--- src/rtl/imem_pkg.sv ---
// Shared constants for the ifmap memory scheduler: packet layout, opcodes,
// array geometry and the scheduler state encoding.
package imem_pkg;

  localparam int IFMAP_SIZE = 25;
  localparam int NUM_PE     = 5;

  localparam int PKT_W        = 33;
  localparam int PKT_DEST_MSB = 32;
  localparam int PKT_DEST_LSB = 29;
  localparam int PKT_OP_MSB   = 28;
  localparam int PKT_OP_LSB   = 25;
  localparam int PKT_DATA_MSB = 24;
  localparam int PKT_DATA_LSB = 0;

  // router codes; 5..9 double as the PE addresses in the default build
  localparam logic [3:0] OP_NOP        = 4'd0;
  localparam logic [3:0] OP_PPE_INPUT  = 4'd1;
  localparam logic [3:0] OP_PE0        = 4'd5;
  localparam logic [3:0] OP_PE1        = 4'd6;
  localparam logic [3:0] OP_PE2        = 4'd7;
  localparam logic [3:0] OP_PE3        = 4'd8;
  localparam logic [3:0] OP_PE4        = 4'd9;
  localparam logic [3:0] OP_PPE_OUTPUT = 4'd10;

  typedef enum logic [2:0] {
    IDLE  = 3'd0,
    BCAST = 3'd1,
    SERVE = 3'd2,
    RD    = 3'd3,
    WAIT  = 3'd4,
    SEND  = 3'd5,
    DONE  = 3'd6
  } state_t;

endpackage

--- src/rtl/imem_sched_rr_arb5.sv ---
// Round-robin arbiter: picks the first unmasked requester starting one
// index above the previous winner.
module rr_arb5 #(
  parameter int N = 5,
  localparam int IW = $clog2(N)
) (
  input  logic [N-1:0]  req,
  input  logic [N-1:0]  mask,
  input  logic [IW-1:0] last,
  output logic [N-1:0]  gnt,
  output logic [IW-1:0] idx,
  output logic          vld
);

  logic [N-1:0] elig;

  always_comb begin
    elig = req & ~mask;
    gnt  = '0;
    idx  = '0;
    vld  = 1'b0;
    for (int i = 1; i <= N; i++) begin
      if (!vld && elig[(int'(last) + i) % N]) begin
        vld = 1'b1;
        idx = IW'((int'(last) + i) % N);
        gnt[(int'(last) + i) % N] = 1'b1;
      end
    end
  end

endmodule

--- src/rtl/imem_sched.sv ---
// Ifmap memory scheduler: broadcasts the first row to each PE, then serves
// per-PE row requests round-robin, packetising each row for the router.
//
// state | meaning
// IDLE  | waiting for start
// BCAST | pick next broadcast row (row k to PE k)
// SERVE | arbitrate PE requests or act on ts_done
// RD    | memory read strobe
// WAIT  | capture read data into packet
// SEND  | hold packet until router accepts
// DONE  | both timesteps finished, waiting for start
module imem_sched #(
  parameter int          IFMAP_SIZE   = imem_pkg::IFMAP_SIZE,
  parameter int          NUM_PE       = imem_pkg::NUM_PE,
  parameter int          PE_BASE_ID   = 5,
  parameter logic [3:0]  OP_PPE_INPUT = imem_pkg::OP_PPE_INPUT
) (
  input  logic                  clk,
  input  logic                  rst,
  input  logic                  start,
  input  logic                  ts_done,
  input  logic [NUM_PE-1:0]     req,
  output logic [NUM_PE-1:0]     grant,
  output logic                  rd_en,
  output logic                  rd_ts,
  output logic [4:0]            rd_row,
  input  logic [IFMAP_SIZE-1:0] rd_data,
  output logic                  pkt_valid,
  input  logic                  pkt_ready,
  output logic [32:0]           pkt_data,
  output logic                  busy,
  output logic                  err
);

  import imem_pkg::*;

  localparam int ROWS_PER_PE = IFMAP_SIZE / NUM_PE;
  localparam int CW = $clog2(ROWS_PER_PE + 1);
  localparam int IW = $clog2(NUM_PE);
  localparam int BW = $clog2(NUM_PE + 1);

  state_t state, state_nx;

  logic [NUM_PE-1:0][CW-1:0] cnt;
  logic [NUM_PE-1:0]         mask;
  logic [IW-1:0]             last, pe_sel, arb_idx;
  logic [BW-1:0]             bc_idx;
  logic [NUM_PE-1:0]         arb_gnt;
  logic                      arb_vld;
  logic                      ts, ts_pend, ts_hit, latch_st;
  logic                      ld_start, ld_bcast, ld_grant, ld_data, ts_act;

  always_comb begin
    for (int k = 0; k < NUM_PE; k++) mask[k] = (cnt[k] == CW'(ROWS_PER_PE));
  end

  rr_arb5 #(.N(NUM_PE)) u_arb (
    .req  (req),
    .mask (mask),
    .last (last),
    .gnt  (arb_gnt),
    .idx  (arb_idx),
    .vld  (arb_vld)
  );

  assign ts_hit   = ts_pend | ts_done;
  assign latch_st = (state == BCAST) || (state == RD) || (state == WAIT) || (state == SEND);
  assign rd_ts    = ts;

  always_ff @(posedge clk or posedge rst) begin
    if (rst) state <= IDLE;
    else     state <= state_nx;
  end

  always_comb begin
    state_nx  = state;
    grant     = '0;
    rd_en     = 1'b0;
    pkt_valid = 1'b0;
    busy      = 1'b1;
    ld_start  = 1'b0;
    ld_bcast  = 1'b0;
    ld_grant  = 1'b0;
    ld_data   = 1'b0;
    ts_act    = 1'b0;
    case (state)
      IDLE, DONE: begin
        busy = 1'b0;
        if (start) begin
          ld_start = 1'b1;
          state_nx = BCAST;
        end
      end
      BCAST: begin
        ld_bcast = 1'b1;
        state_nx = RD;
      end
      SERVE: begin
        if (ts_hit) begin
          ts_act   = 1'b1;
          state_nx = ts ? DONE : BCAST;
        end else if (arb_vld) begin
          grant    = arb_gnt;
          ld_grant = 1'b1;
          state_nx = RD;
        end
      end
      RD: begin
        rd_en    = 1'b1;
        state_nx = WAIT;
      end
      WAIT: begin
        ld_data  = 1'b1;
        state_nx = SEND;
      end
      SEND: begin
        pkt_valid = 1'b1;
        if (pkt_ready) begin
          // a pending timestep end preempts any remaining work
          if (ts_hit) begin
            ts_act   = 1'b1;
            state_nx = ts ? DONE : BCAST;
          end else if (bc_idx != BW'(NUM_PE)) begin
            state_nx = BCAST;
          end else begin
            state_nx = SERVE;
          end
        end
      end
      default: state_nx = IDLE;
    endcase
  end

  always_ff @(posedge clk or posedge rst) begin
    if (rst) begin
      cnt      <= '0;
      bc_idx   <= '0;
      ts       <= 1'b0;
      ts_pend  <= 1'b0;
      last     <= IW'(NUM_PE - 1);
      pe_sel   <= '0;
      rd_row   <= '0;
      pkt_data <= '0;
      err      <= 1'b0;
    end else begin
      if (ld_start || (ts_act && !ts)) begin
        cnt    <= '0;
        bc_idx <= '0;
      end
      if (ld_start)            ts <= 1'b0;
      else if (ts_act && !ts)  ts <= 1'b1;

      if (ld_start || ts_act)        ts_pend <= 1'b0;
      else if (ts_done && latch_st)  ts_pend <= 1'b1;

      if (ld_bcast) begin
        pe_sel                <= bc_idx[IW-1:0];
        rd_row                <= 5'(bc_idx);
        cnt[bc_idx[IW-1:0]]   <= CW'(1);
        bc_idx                <= bc_idx + BW'(1);
      end

      if (ld_grant) begin
        pe_sel       <= arb_idx;
        last         <= arb_idx;
        rd_row       <= 5'(int'(arb_idx) + NUM_PE * int'(cnt[arb_idx]));
        cnt[arb_idx] <= cnt[arb_idx] + CW'(1);
      end

      if (ld_data) begin
        pkt_data[PKT_DEST_MSB:PKT_DEST_LSB] <= 4'(PE_BASE_ID + int'(pe_sel));
        pkt_data[PKT_OP_MSB:PKT_OP_LSB]     <= OP_PPE_INPUT;
        pkt_data[PKT_DATA_MSB:PKT_DATA_LSB] <= rd_data;
      end

      if ((state == SERVE) && |(req & mask)) err <= 1'b1;
    end
  end

endmodule

--- config.mk ---
export PLATFORM = sky130hd
export DESIGN_NAME = imem_sched
export DESIGN_NICKNAME = d
export VERILOG_FILES = /design/src/rtl/imem_pkg.sv /design/src/rtl/imem_sched_rr_arb5.sv /design/src/rtl/imem_sched.sv
export SDC_FILE = /design/constraint.sdc
export NUM_CORES = 1
export LEC_CHECK = 0
export CAP_MARGIN = 15
export CORE_MARGIN = 5
export CORE_UTILIZATION = 34
export DETAILED_ROUTE_END_ITERATION = 6
export SKIP_LAST_GASP = 1
export SLEW_MARGIN = 20
export SYNTH_ARGS = -nofsm -noshare
export SYNTH_HDL_FRONTEND = slang
export SYNTH_SLANG_ARGS = --single-unit
--- constraint.sdc ---
create_clock -name clk -period 20.4 [get_ports clk]
set_input_delay 4.08 -clock clk [delete_from_list [all_inputs] [get_ports clk]]
set_output_delay 4.08 -clock clk [all_outputs]
set_load 0.05 [all_outputs]
==> flow_summary.ini <==
[cells_and_area]
finalNetCount = 899
final_cells = 1053
syn2layout_area_growth_pct = 19.88
drive_above_1_share = 0.1252

[hold_path]
hp-class = reg2reg
hold_end = pkt_data[25]$_DFFE_PP0P_
hold_start = pkt_data[25]$_DFFE_PP0P_
min_path_cells = 1

[detailed_routing]
ant_nets = 0
wl_um = 18800
avgRoutedWirePerCell_um = 17.85
vias = 6067
routed_via_density = 5.762
drc = 0
drtIter0Drc = 471
dr.pass1.iters = 7

[grt]
antenna_found_initial = 1
grt_max_degree = 44
grt_pass1_vias = 5810
grt_usage = 0.1719
grt_pass1_wl_um = 30620
grt-ovfl-total = 0

[yosys]
syn_area_mm2 = 0.006319
yosysMostFrequentCell = nand2_1
yosysTopAreaCell = dfrtp_1
postSynthAreaPerCell_um2 = 8.303
synth_ff_type = dfrtp_1
yosysSeqAreaShare = 0.2576
synthCells = 761
yosys-top-cells-area = dfrtp_1 (25%), ha_1 (8.9%), mux2_2 (5.9%)
synthArstFlopShare = 1.000
ys_ff_latch = 65
synthTopCellsByCount = nand2_1 (67), dfrtp_1 (64), nor2_1 (59)
synth-edff-count = 0
yosysTopAreaCellShare = 0.2535
synth_warnings = 0
synth_cell_types = 100

[timing]
hold_ws_ns = 0.4804
finalClockSkew_ns = 0.007693
tns_ns = 0
post-route-min-period_ns = 12.32
final_max_slew_viol_count = 0
worst_pin_slew_ns = 0.7325
rsz0062_at_grt = no
hold_violations = 0
timing.slew.headroom = 0.5079
fmax_mhz = 81.20
finalSetupViolations = 0
fin_crit_sh = 0.6037

[flow_run]
cap_viol_max_count = 0

[worst_setup_path]
end_kind = output port
ff2ff_path_depth = 29
worstPathRequired_ns = 16.32
path_class = in2out
rr_startpoint = last[0]$_DFFE_PP0P_
worst_r2r_endpoint = rd_row[4]$_DFFE_PP0P_
arrival_ns = 8.24
critPathMaxFanout = 13
cp-start-kind = input pin
regToRegSetupSlack_ns = 12.12

[floorplan]
rows = 49
core_mm2 = 0.01815
ios = 83
die_area_mm2 = 0.02141
die_w_um = 146.3
start_util = 0.3482
dieHeight_um = 146.3

[place]
routabilityCongestion = 0.9479
hpwl_um = 14340
portBuffers = 79
dp.cells = 1036

[clock_tree]
numCtsBuffers = 9
insertion_delay_ns = 0.33
cts_resized = 0
clock_sinks = 65
cts.htree.levels = 3
cts_tree = done
cts_buffer_depth = 2
cts_root_buffer = clkbuf_16
clk_pin_slew_ns = 0.05
postCtsSetupBuffers = 0
ctsHoldBuffers = 0

[run_status]
status = complete, no violations
==> cells by family (layout without fill, tap and decap cells) <==
group | count (synthesis) | count (layout) | synth area share
AND/OR/NAND/NOR | 282 | 282 | 0.2303
AO/OA/AOI/OAI | 217 | 217 | 0.2485
buffers and inverters | 85 | 145 | 0.06000
flip-flops | 65 | 65 | 0.2576
multiplexers | 48 | 48 | 0.08455
adder cells (fa/ha/maj) | 47 | 47 | 0.09386
XOR/XNOR | 16 | 16 | 0.02456
other | 1 | 4 | 0.0005935
==> flip-flops by register name (all words and copies together) (netlist names), 3 cells and up <==
register / flops
rd_row: 5
pkt_data: 30
last: 3
pe_sel: 3
state: 3
bc_idx: 3
cnt: 15
==> per-stage QoR <==
| stage | util | cell area [µm²] | worst slack [ns] |
|---|---|---|---|
| 2_1_floorplan | - | 6326 | 9.273 |
| 3_3_place_gp | 0.3995 | 7251 | 8.206 |
| 3_5_place_dp | 0.3995 | 7251 | 8.120 |
| 4_1_cts | 0.4173 | 7572 | 8.110 |
| 5_1_grt | 0.4174 | 7575 | 7.924 |
| 6_report | 0.4174 | 7575 | 8.085 |
==> layout by cell type, fill, tap and decap left out, types with 5 or more instances in the layout <==
cell / netlist / layout
a211oi_1: 11 / 11
a21o_1: 5 / 5
a21oi_1: 46 / 46
a221oi_1: 6 / 6
a22oi_1: 5 / 5
a31oi_1: 13 / 13
and2_1: 8 / 8
buf_4: 7 / 9
clkbuf_16: 0 / 9
clkdlybuf4s50_1: 0 / 79
dfrtp_1: 64 / 64
ha_1: 45 / 45
inv_1: 36 / 35
inv_2: 5 / 6
mux2_2: 33 / 33
mux2i_1: 14 / 14
nand2_1: 67 / 67
nand2b_1: 13 / 13
nand3_1: 28 / 28
nand3b_1: 8 / 8
nand4_1: 16 / 16
nor2_1: 59 / 59
nor2b_1: 9 / 9
nor3_1: 22 / 22
nor4_1: 6 / 6
o211ai_1: 8 / 8
o21a_1: 8 / 8
o21ai_0: 42 / 42
o22ai_1: 6 / 6
o31ai_1: 6 / 6
or2_2: 7 / 7
or3_1: 7 / 7
xnor2_1: 11 / 11
==> critical path: stages <==
cell,delay (ns)
clkdlybuf4s50_1,0.59
and2_1,0.16
a32oi_1,0.07
or3_1,0.33
a211o_1,0.30
a221o_1,0.36
a2bb2oi_2,0.20
and3_1,0.24
nand2_1,0.09
nand4_1,0.53
a31oi_1,0.42
clkdlybuf4s50_1,0.86
==> metal layers <==
metal	share of wire	routed length, µm	track usage
met5	0	0	0
met2	0.44	8358	0.2642
met4	0.021	403	0.05833
met1	0.48	8998	0.2417
met3	0.055	1040	0.03347
==> final cells by class <==
type,instances,area (µm²)
clock buffer,11,242.7
sequential,65,1628
inverter,41,153.9
antenna,1,2.502
fill,1823,10570
multi-input combinational,613,4324
clock inverter,5,78.83
tap,229,286.5
timing repair buffer,88,858.3
==> how the worst max path moves through the flow <==
stage	startpoint	endpoint	slack, ns
after floorplan	req[2]	grant[2]	9.27
after global placement	req[3]	grant[4]	8.21
after detailed placement	req[3]	grant[4]	8.12
after CTS	req[3]	grant[4]	8.11
after global routing	req[3]	grant[4]	7.92
final	req[2]	grant[4]	8.08
Power is left out: the tool's default activity adds up to more than one toggle a clock period on the data nets, which glitch-free logic cannot reach.
